===== config.mk =====
export PLATFORM = sky130hd
export DESIGN_NAME = dec_ct_unpack_decomp
export DESIGN_NICKNAME = d
export VERILOG_FILES = /design/src/rtl/kyber_dec_pkg.sv /design/src/rtl/decomp_du10.sv /design/src/rtl/dec_ct_unpack_decomp.sv
export SDC_FILE = /design/constraint.sdc
export NUM_CORES = 1
export LEC_CHECK = 0
export BUFFER_PORTS_ARGS = -buffer_cell sky130_fd_sc_hd__buf_4
export CORE_UTILIZATION = 40
export CTS_CLUSTER_DIAMETER = 150
export DETAILED_ROUTE_END_ITERATION = 8
export PLACE_DENSITY = 0.62
export SKIP_CTS_REPAIR_TIMING = 1
export SYNTH_ARGS = -nofsm -noshare
export SYNTH_HDL_FRONTEND = slang
export SYNTH_SLANG_ARGS = --single-unit

===== constraint.sdc =====
create_clock -name clk -period 11.7 [get_ports clk]
set_input_delay 0.585 -clock clk [delete_from_list [all_inputs] [get_ports clk]]
set_output_delay 0.585 -clock clk [all_outputs]
set_load 0.005 [all_outputs]

===== src/rtl/kyber_dec_pkg.sv =====
// Shared constants and encodings for the Kyber decryption datapath.
package kyber_dec_pkg;

    localparam int KYBER_Q     = 3329;
    localparam int DU          = 10;
    localparam int COEF_W      = 12;
    localparam int N_WORDS_IN  = 160;
    localparam int N_WORDS_OUT = 64;
    localparam int BUF_W       = 112;  // worst case: 79 residual bits + one 32-bit word
    localparam int EXT_W       = 80;   // 8 coefficients x DU bits per BRAM word
    localparam int N_COEF      = 8;

    // Unpack front-end FSM states.
    typedef enum logic [1:0] {
        ST_IDLE  = 2'd0,
        ST_LOAD  = 2'd1,
        ST_FLUSH = 2'd2,
        ST_DONE  = 2'd3
    } unpack_state_e;

    // Top-level stage codes, shared with the decryption BRAM mux.
    typedef enum logic [2:0] {
        STG_IDLE   = 3'd0,
        STG_UNPACK = 3'd1,
        STG_NTT    = 3'd2,
        STG_PACC   = 3'd3,
        STG_INTT   = 3'd4,
        STG_SUB    = 3'd5
    } dec_stage_e;

endpackage


===== src/rtl/decomp_du10.sv =====
// Combinational Kyber decompression of one 10-bit coefficient: round(x*q/1024).
module decomp_du10
    import kyber_dec_pkg::*;
(
    input  logic [DU-1:0]     i_x,
    output logic [COEF_W-1:0] o_y
);

    // 1023*3329 + 512 still fits in 22 bits; the result never exceeds 3326,
    // so no modular reduction is needed.
    logic [21:0] w_prod;

    assign w_prod = 22'(i_x) * 22'(KYBER_Q) + 22'd512;
    assign o_y    = w_prod[21:10];

endmodule


===== src/rtl/dec_ct_unpack_decomp.sv =====
// Ciphertext u unpacker: 32-bit word stream -> 10-bit coefficients ->
// decompressed 12-bit values, written 8 per word into the polynomial BRAM.
module dec_ct_unpack_decomp
    import kyber_dec_pkg::*;
(
    input  logic        clk,
    input  logic        rst,
    input  logic        start,
    input  logic        ct_valid,
    output logic        ct_ready,
    input  logic [31:0] ct_data,
    output logic        ct_outready,
    output logic [5:0]  ct_WAd,
    output logic [95:0] Bp_ct_WData,
    output logic        done
);

    unpack_state_e r_state, w_state_nx;

    logic [BUF_W-1:0]  r_buf;
    logic [6:0]        r_fill;
    logic [7:0]        r_in_cnt;
    logic [EXT_W-1:0]  r_s1;
    logic              r_s1_v;
    logic [95:0]       r_wdata;
    logic              r_outready;
    logic [5:0]        r_wad;
    logic [5:0]        r_addr;
    logic              r_done;

    logic              w_ready, w_acc, w_ext;
    logic [BUF_W-1:0]  w_buf_sh, w_buf_nx;
    logic [6:0]        w_fill_sh, w_fill_nx;
    logic [N_COEF-1:0][COEF_W-1:0] w_y;

    assign w_ready = (r_state == ST_LOAD) && (r_in_cnt < 8'(N_WORDS_IN)) && (r_fill < 7'd80);
    assign w_acc   = ct_valid && w_ready;
    assign w_ext   = (r_state == ST_LOAD) && (r_fill >= 7'd80);

    // Buffer update: drop the extracted 80 bits first, then append the new
    // word right above the remaining valid bits.
    always_comb begin
        w_buf_sh  = w_ext ? (r_buf >> EXT_W) : r_buf;
        w_fill_sh = w_ext ? (r_fill - 7'd80) : r_fill;
        w_buf_nx  = w_buf_sh;
        w_fill_nx = w_fill_sh;
        if (w_acc) begin
            w_buf_nx  = w_buf_sh | ({80'b0, ct_data} << w_fill_sh);
            w_fill_nx = w_fill_sh + 7'd32;
        end
    end

    // Next-state logic.
    always_comb begin
        w_state_nx = r_state;
        case (r_state)
            ST_IDLE:  if (start) w_state_nx = ST_LOAD;
            ST_LOAD:  if (r_in_cnt == 8'(N_WORDS_IN) && r_fill == 7'd0) w_state_nx = ST_FLUSH;
            ST_FLUSH: if (r_outready && r_wad == 6'd63) w_state_nx = ST_DONE;
            ST_DONE:  w_state_nx = ST_IDLE;
            default:  w_state_nx = ST_IDLE;
        endcase
    end

    // State register.
    always_ff @(posedge clk or posedge rst) begin
        if (rst) r_state <= ST_IDLE;
        else     r_state <= w_state_nx;
    end

    // Bit buffer, fill level, input count and stage-1 capture.
    always_ff @(posedge clk or posedge rst) begin
        if (rst) begin
            r_buf    <= '0;
            r_fill   <= '0;
            r_in_cnt <= '0;
            r_s1     <= '0;
            r_s1_v   <= 1'b0;
        end else begin
            r_s1_v <= w_ext;
            if (w_ext) r_s1 <= r_buf[EXT_W-1:0];
            if (r_state == ST_IDLE) begin
                if (start) begin
                    r_buf    <= '0;
                    r_fill   <= '0;
                    r_in_cnt <= '0;
                end
            end else if (r_state == ST_LOAD) begin
                r_buf  <= w_buf_nx;
                r_fill <= w_fill_nx;
                if (w_acc) r_in_cnt <= r_in_cnt + 8'd1;
            end
        end
    end

    // Eight decompressors on the stage-1 word.
    for (genvar g = 0; g < N_COEF; g++) begin : g_dec
        decomp_du10 u_dec (
            .i_x (r_s1[g*DU +: DU]),
            .o_y (w_y[g])
        );
    end

    // Stage 2: register the BRAM write; address advances once per write.
    always_ff @(posedge clk or posedge rst) begin
        if (rst) begin
            r_outready <= 1'b0;
            r_wdata    <= '0;
            r_wad      <= '0;
            r_addr     <= '0;
        end else begin
            r_outready <= r_s1_v;
            if (r_s1_v) begin
                r_wdata <= w_y;
                r_wad   <= r_addr;
                r_addr  <= r_addr + 6'd1;
            end else if (r_state == ST_IDLE && start) begin
                r_addr  <= '0;
            end
        end
    end

    // Registered completion pulse.
    always_ff @(posedge clk or posedge rst) begin
        if (rst) r_done <= 1'b0;
        else     r_done <= (r_state == ST_DONE);
    end

    assign ct_ready    = w_ready;
    assign ct_outready = r_outready;
    assign ct_WAd      = r_wad;
    assign Bp_ct_WData = r_wdata;
    assign done        = r_done;

endmodule


==> reports/metrics.cfg, run 1 <==
[outcome]
status=complete, no violations

[finish]
drive_above_1_share_pct=13.2
multiInputGateArea_um2=13700
syn_to_final_growth_pct=13.8
register_area_um2=7910
nFillCells=5076
nNetsFinal=2810

[placed_design]
hpwl_mm=39.7
numPortBuffers=140
pre_cts_ws_ns=7.85
gp_congestion=0.835

[logic_synthesis]
synth_top_family_by_area=adder cells
synth_fa_ha_area_share_pct=28.8
synthSimpleGateAreaFrac_pct=11.1
synth_ff_type=dfrtp_1
seq_area_frac_synth_pct=35.3
ys_ff_latch=316
synth_most_common_cell=ha_1
synth.top_cell.area_share_pct=35.3
ys_top_cells_by_count=ha_1, nand2_1, dfrtp_1, o21ai_0, inv_1
postSynthCellCount=2176
netlist_area_um2=22400
yosysUniqueCellTypes=74
async_flop_share_pct=100
synth-compound-area-share_pct=14.5
yosysTopAreaCell=dfrtp_1
synth_mux_area_share_pct=3.50
avgSynthCellArea_um2=10.3
synth_edf_count=0
ys_warn_count=0
synthesis.nets=2695
synth_area_leaders=dfrtp_1, ha_1, nand2_1
synthXorXnorAreaFrac_pct=3.07

[setup_path]
regToRegEndpoint=Bp_ct_WData[35]$_DFFE_PP0P_
path_common_cell=ha_1
worstPathArrival_ns=4.33
slowest_stage=fa_1
worstSetupEndpoint=Bp_ct_WData[35]$_DFFE_PP0P_
r2r.worst_path.cells=13
crit_start=r_s1[25]$_DFFE_PP0P_
cpPeakStageDelay_ns=0.54
timing.rr.start=r_s1[25]$_DFFE_PP0P_
worstPathRequired_ns=12.15
crit_chain=ha_1, ha_1, inv_1, fa_1, inv_1, ha_1, ha_1, ha_1, a21o_1, o21a_1, a211oi_1, nor3_1, a211o_1
crit_path_end_kind=register
crit_path_start_kind=register
critPathKind=register to register
rrSetupSlack_ns=7.81
path_max_fanout=5

[grt]
grt_pass1_wl_mm=88.6
grt-ovfl-total=0
grt_max_degree=95
track_usage_pct=19.2
antenna_found_initial=3
grt_pass1_vias=17285

[timing]
fin_crit_sh_pct=33.2
worst_pin_slew_ns=1.03
skew_ns=0.0227
fmax_mhz=257
rsz0062_at_grt=no
finalWorstPathRequiredPeriod_ns=3.89
setup_viol=0
max_slew_margin_pct=31.4
final.setup.tns_ns=0
drv_slew=0
setup_ws_ns=7.81
finalHoldViolCount=0

[routing]
avgRoutedWirePerCell_um=17.6
drt_iter0_markers=1014
drc=0
totalWireLength_mm=53.9
postRouteAntennaNets=0
vias=16786
viasPerCell=5.47
drt_first_pass_iters=5

[cts]
cts_root_buffer=clkbuf_16
worstSkewPairLatency_ns=0.56
path_clk_slew_ns=0.06
clock_sinks=316
clockBufferDepth=3
cts_max_level=2
cts_tree=yes
cts_buffers=38

[die]
fp.dieW_um=239
io_pins=141
die_area_um2=57000
die_h_um=239
num_rows=86
start_util_pct=40.6
core_area_um2=55200

[flow_run]
drv_cap=0

[worst_hold_path]
hp-class=primary input to asynchronous set/reset pin

[final cells by class]
type                    count  area share, %
diodes                      1        0.00981
clock buffers              49           4.25
multi-input cells        1659           53.6
flip-flops and latches    316           31.0
well taps                 748           3.67
inverters                 121           1.81
clock inverters            19           1.05
repair buffers            155           4.56
[cell families (layout without fill, tap and decap cells)]
logic type | count (synthesis) | after routing
xor gates and xnor gates | 70 | 70
other | 0 | 1
adders and majority gates | 483 | 483
AOI/OAI and AO/OA | 486 | 486
muxes | 71 | 71
and+or+nand+nor | 549 | 549
DFF | 316 | 316
buffers and inverters | 201 | 344
[cell usage in the layout (no fill, tap or decap), types with 35 or more instances in the layout]
cell type  synthesis  final
buf_4              1    155
o21ai_1           35     35
o21ai_0          143    143
fa_1              56     56
a21oi_1           42     42
inv_1            120    118
mux2_2            49     49
ha_1             427    427
nor2_1            50     50
a22oi_1           38     38
xnor2_1           40     40
a21o_1            37     37
dfrtp_1          316    315
nand2_1          344    344
clkbuf_16          0     39
[worst min-delay path by stage]
stage | startpoint | endpoint | slack (ns)
2_1_floorplan | r_s1_v$_DFF_PP0_ | ct_outready$_DFF_PP0_ | 0.35
3_3_place_gp | r_buf[14]$_DFFE_PP0P_ | r_s1[14]$_DFFE_PP0P_ | 0.45
3_5_place_dp | r_buf[0]$_DFFE_PP0P_ | r_s1[0]$_DFFE_PP0P_ | 0.46
4_1_cts | rst | Bp_ct_WData[27]$_DFFE_PP0P_ | 0.15
5_1_grt | rst | Bp_ct_WData[27]$_DFFE_PP0P_ | 0.19
6_report | rst | Bp_ct_WData[28]$_DFFE_PP0P_ | 0.13
[critical path: cells and delay by family, from the launching register on]
family | cells | cell delay (ns)
flip-flops | 1 | 0.42
adder cells (fa/ha/maj) | 6 | 2.08
buffers and inverters | 2 | 0.10
AO/OA/AOI/OAI | 4 | 1.06
AND/OR/NAND/NOR | 1 | 0.11
[through the flow]
| step | hold WS [ns] | cell area, um2 | util, % | instances |
|---|---|---|---|---|
| after global placement | 0.449 | 24100 | 43.7 | 2999 |
| after CTS | 0.149 | 25500 | 46.2 | 3067 |
| after floorplan | 0.352 | 22400 | - | 2176 |
| after detailed placement | 0.458 | 24100 | 43.7 | 2999 |
| final | 0.131 | 25500 | 46.2 | 3068 |
| after global routing | 0.194 | 25500 | 46.2 | 3068 |
[layer usage]
metal  track usage [%]  routed length, um
met4              5.11               1060
met2              31.8              25400
met3              3.60               2910
met1              25.7              24500
met5                 0                 23
[flip-flops by register name, indices dropped and copies added (netlist names)]
| name | cells |
|---|---|
| r_s1 | 80 |
| r_state | 2 |
| ct_WAd | 6 |
| r_s1_v | 1 |
| r_fill | 3 |
| r_in_cnt | 8 |
| r_addr | 6 |
| ct_outready | 1 |
| r_buf | 112 |
| done | 1 |
| Bp_ct_WData | 96 |
Power of run 1 is left out: the tool's default activity adds up to more than one toggle a clock period on the data nets, which glitch-free logic cannot reach.
==> inputs of run 2 (changes only) <==
--- a/config.mk
+++ b/config.mk
@@ -9,7 +9,7 @@
 export CORE_UTILIZATION = 40
 export CTS_CLUSTER_DIAMETER = 150
 export DETAILED_ROUTE_END_ITERATION = 8
-export PLACE_DENSITY = 0.62
+export PLACE_DENSITY = 0.65
 export SKIP_CTS_REPAIR_TIMING = 1
 export SYNTH_ARGS = -nofsm -noshare
 export SYNTH_HDL_FRONTEND = slang
==> constraint.sdc (replaced) <==
create_clock -name clk -period 3.49 [get_ports clk]
set_input_delay 0.1745 -clock clk [delete_from_list [all_inputs] [get_ports clk]]
set_output_delay 0.1745 -clock clk [all_outputs]
set_load 0.005 [all_outputs]
==> run 2 against run 1 <==
Compared with the run above: final cell count increased by 4.1%; die area unchanged; routed wire length increased by 5.6%; hold slack got worse by 0.12 ns; sequential share of layout area decreased by 2.3 points; utilization increased by 3.7 points; worst setup slack got worse by 7.8 ns; largest cell class unchanged.
==> reports/metrics.cfg, run 2 (synthesis gave the netlist of run 1 again) <==
[setup_path]
critPathKind=register to register  ; unchanged
worstPathRequired_ns=3.92  ; was 12.15 ns
timing.rr.start=r_s1[5]$_DFFE_PP0P_  ; was r_s1[25]$_DFFE_PP0P_
worstPathArrival_ns=3.90  ; was 4.33 ns
crit_path_start_kind=register  ; unchanged
crit_start=r_s1[5]$_DFFE_PP0P_  ; was r_s1[25]$_DFFE_PP0P_
path_max_fanout=4  ; was 5
crit_path_end_kind=register  ; unchanged

[grt]
use_met2_pct=32.6  ; was 31.8%
antenna_found_initial=1  ; was 3
grt-ovfl-total=0  ; unchanged
track_usage_pct=19.7  ; was 19.2%
use_met1_pct=25.9  ; was 25.7%
grt_pass1_vias=17574  ; was 17285
met3_usage_pct=4.19  ; was 3.60%
grt_busiest_layer=met2  ; unchanged
grt_pass1_wl_mm=90.3  ; was 88.6 mm
grt_max_degree=136  ; was 95

[cts]
cts_max_level=2  ; unchanged
clock_sinks=316  ; unchanged
clockBufferDepth=3  ; unchanged
cts_buffers=37  ; was 38
cts_root_buffer=clkbuf_16  ; unchanged
path_clk_slew_ns=0.06  ; about the same
cts_tree=yes  ; unchanged
worstSkewPairLatency_ns=0.55  ; was 0.56 ns

[die]
io_pins=141  ; unchanged
die_h_um=239  ; unchanged
fp.dieW_um=239  ; unchanged
die_area_um2=57000  ; unchanged
core_area_um2=55200  ; unchanged
start_util_pct=40.6  ; unchanged
num_rows=86  ; unchanged

[outcome]
status=complete, no violations  ; unchanged

[routing]
vias=17322  ; was 16786
totalWireLength_mm=56.9  ; was 53.9 mm
drt_iter0_markers=1164  ; was 1014
avgRoutedWirePerCell_um=17.8  ; was 17.6 um
viasPerCell=5.42  ; was 5.47
postRouteAntennaNets=0  ; unchanged
drc=0  ; unchanged
drt_first_pass_iters=6  ; was 5

[timing]
setup_viol=0  ; unchanged
drv_slew=0  ; unchanged
finalHoldViolCount=0  ; unchanged
rsz0062_at_grt=yes  ; was no
setup_ws_ns=0.0150  ; was 7.81 ns
finalWorstPathRequiredPeriod_ns=3.47  ; was 3.89 ns
fin_crit_sh_pct=99.6  ; was 33.2%
skew_ns=0.0162  ; was 0.0227 ns
hold_ws_ns=0.0141  ; was 0.131 ns
worst_pin_slew_ns=1.02  ; was 1.03 ns
max_slew_margin_pct=31.6  ; was 31.4%
fmax_mhz=288  ; was 257 MHz
final.setup.tns_ns=0  ; unchanged

[finish]
layout_common_cells=ha_1, nand2_1, dfrtp_1  ; unchanged
drive_above_1_share_pct=21.2  ; was 13.2%
nNetsFinal=2938  ; was 2810
nFillCells=4905  ; was 5076
final_common_cell=ha_1  ; unchanged
final_util_pct=49.9  ; was 46.2%
syn_to_final_growth_pct=22.9  ; was 13.8%
largest_reg_flops=112  ; unchanged
largest-register=r_buf  ; unchanged

[worst_hold_path]
hp-class=primary input to register  ; was primary input to asynchronous set/reset pin
worstHoldStart=ct_data[31]

[placed_design]
numPortBuffers=140  ; unchanged
hpwl_mm=40.5  ; was 39.7 mm
pre_cts_ws_ns=-0.111  ; was 7.85 ns
gp_congestion=0.870  ; was 0.835

[flow_run]
drv_cap=0  ; unchanged

## run 2: routing by layer
metal / wire, um / share of wire (%) / vias to the layer above
met5: 13 / 0.023 / -
met4: 1310 / 2.3 / 2
met3: 3270 / 5.7 / 76
met2: 27500 / 48 / 378
met1: 24800 / 44 / 8574
li1: - / - / 8292
## run 2: per-stage QoR
stage / cell area [um2] / cells
2_1_floorplan: 22500 / 2176
3_3_place_gp: 25000 / 3087
3_5_place_dp: 25000 / 3087
4_1_cts: 26200 / 3151
5_1_grt: 27500 / 3192
6_report: 27600 / 3193
## run 2: worst max-delay path, cell delays in order (launching register included)
cell and delay [ns]:
dfrtp_1 0.42, ha_1 0.33, ha_1 0.30, fa_1 0.59
ha_4 0.21, ha_4 0.24, ha_4 0.26, a21o_1 0.18
o21a_1 0.21, a211oi_2 0.23, mux2i_1 0.12, a211o_1 0.27
## run 2: path summary, 6_finish.rpt
| path | endpoint | slack [ns] | cells past startpoint |
|---|---|---|---|
| min reg2reg | r_s1[73]$_DFFE_PP0P_ | 0.47 | 2 |
| min in group asynchronous | r_s1[14]$_DFFE_PP0P_ | 0.23 | 3 |
| max reg2reg | Bp_ct_WData[11]$_DFFE_PP0P_ | 0.02 | 11 |
| max in group asynchronous | r_s1[8]$_DFFE_PP0P_ | 2.39 | 4 |
| max | Bp_ct_WData[11]$_DFFE_PP0P_ | 0.02 | 11 |
| min | r_buf[79]$_DFFE_PP0P_ | 0.01 | 3 |
## run 2: layout make-up
type	count	area, um2	area share (%)
diodes	1	2.50	0.00908
clock buffers	48	1020	3.69
clock inverters	16	190	0.690
inverters	121	458	1.66
multi-input cells	1659	14800	53.6
flip-flops and latches	316	7920	28.7
well taps	748	936	3.40
repair buffers	284	2270	8.23
Power of run 2 is left out for the same reason.
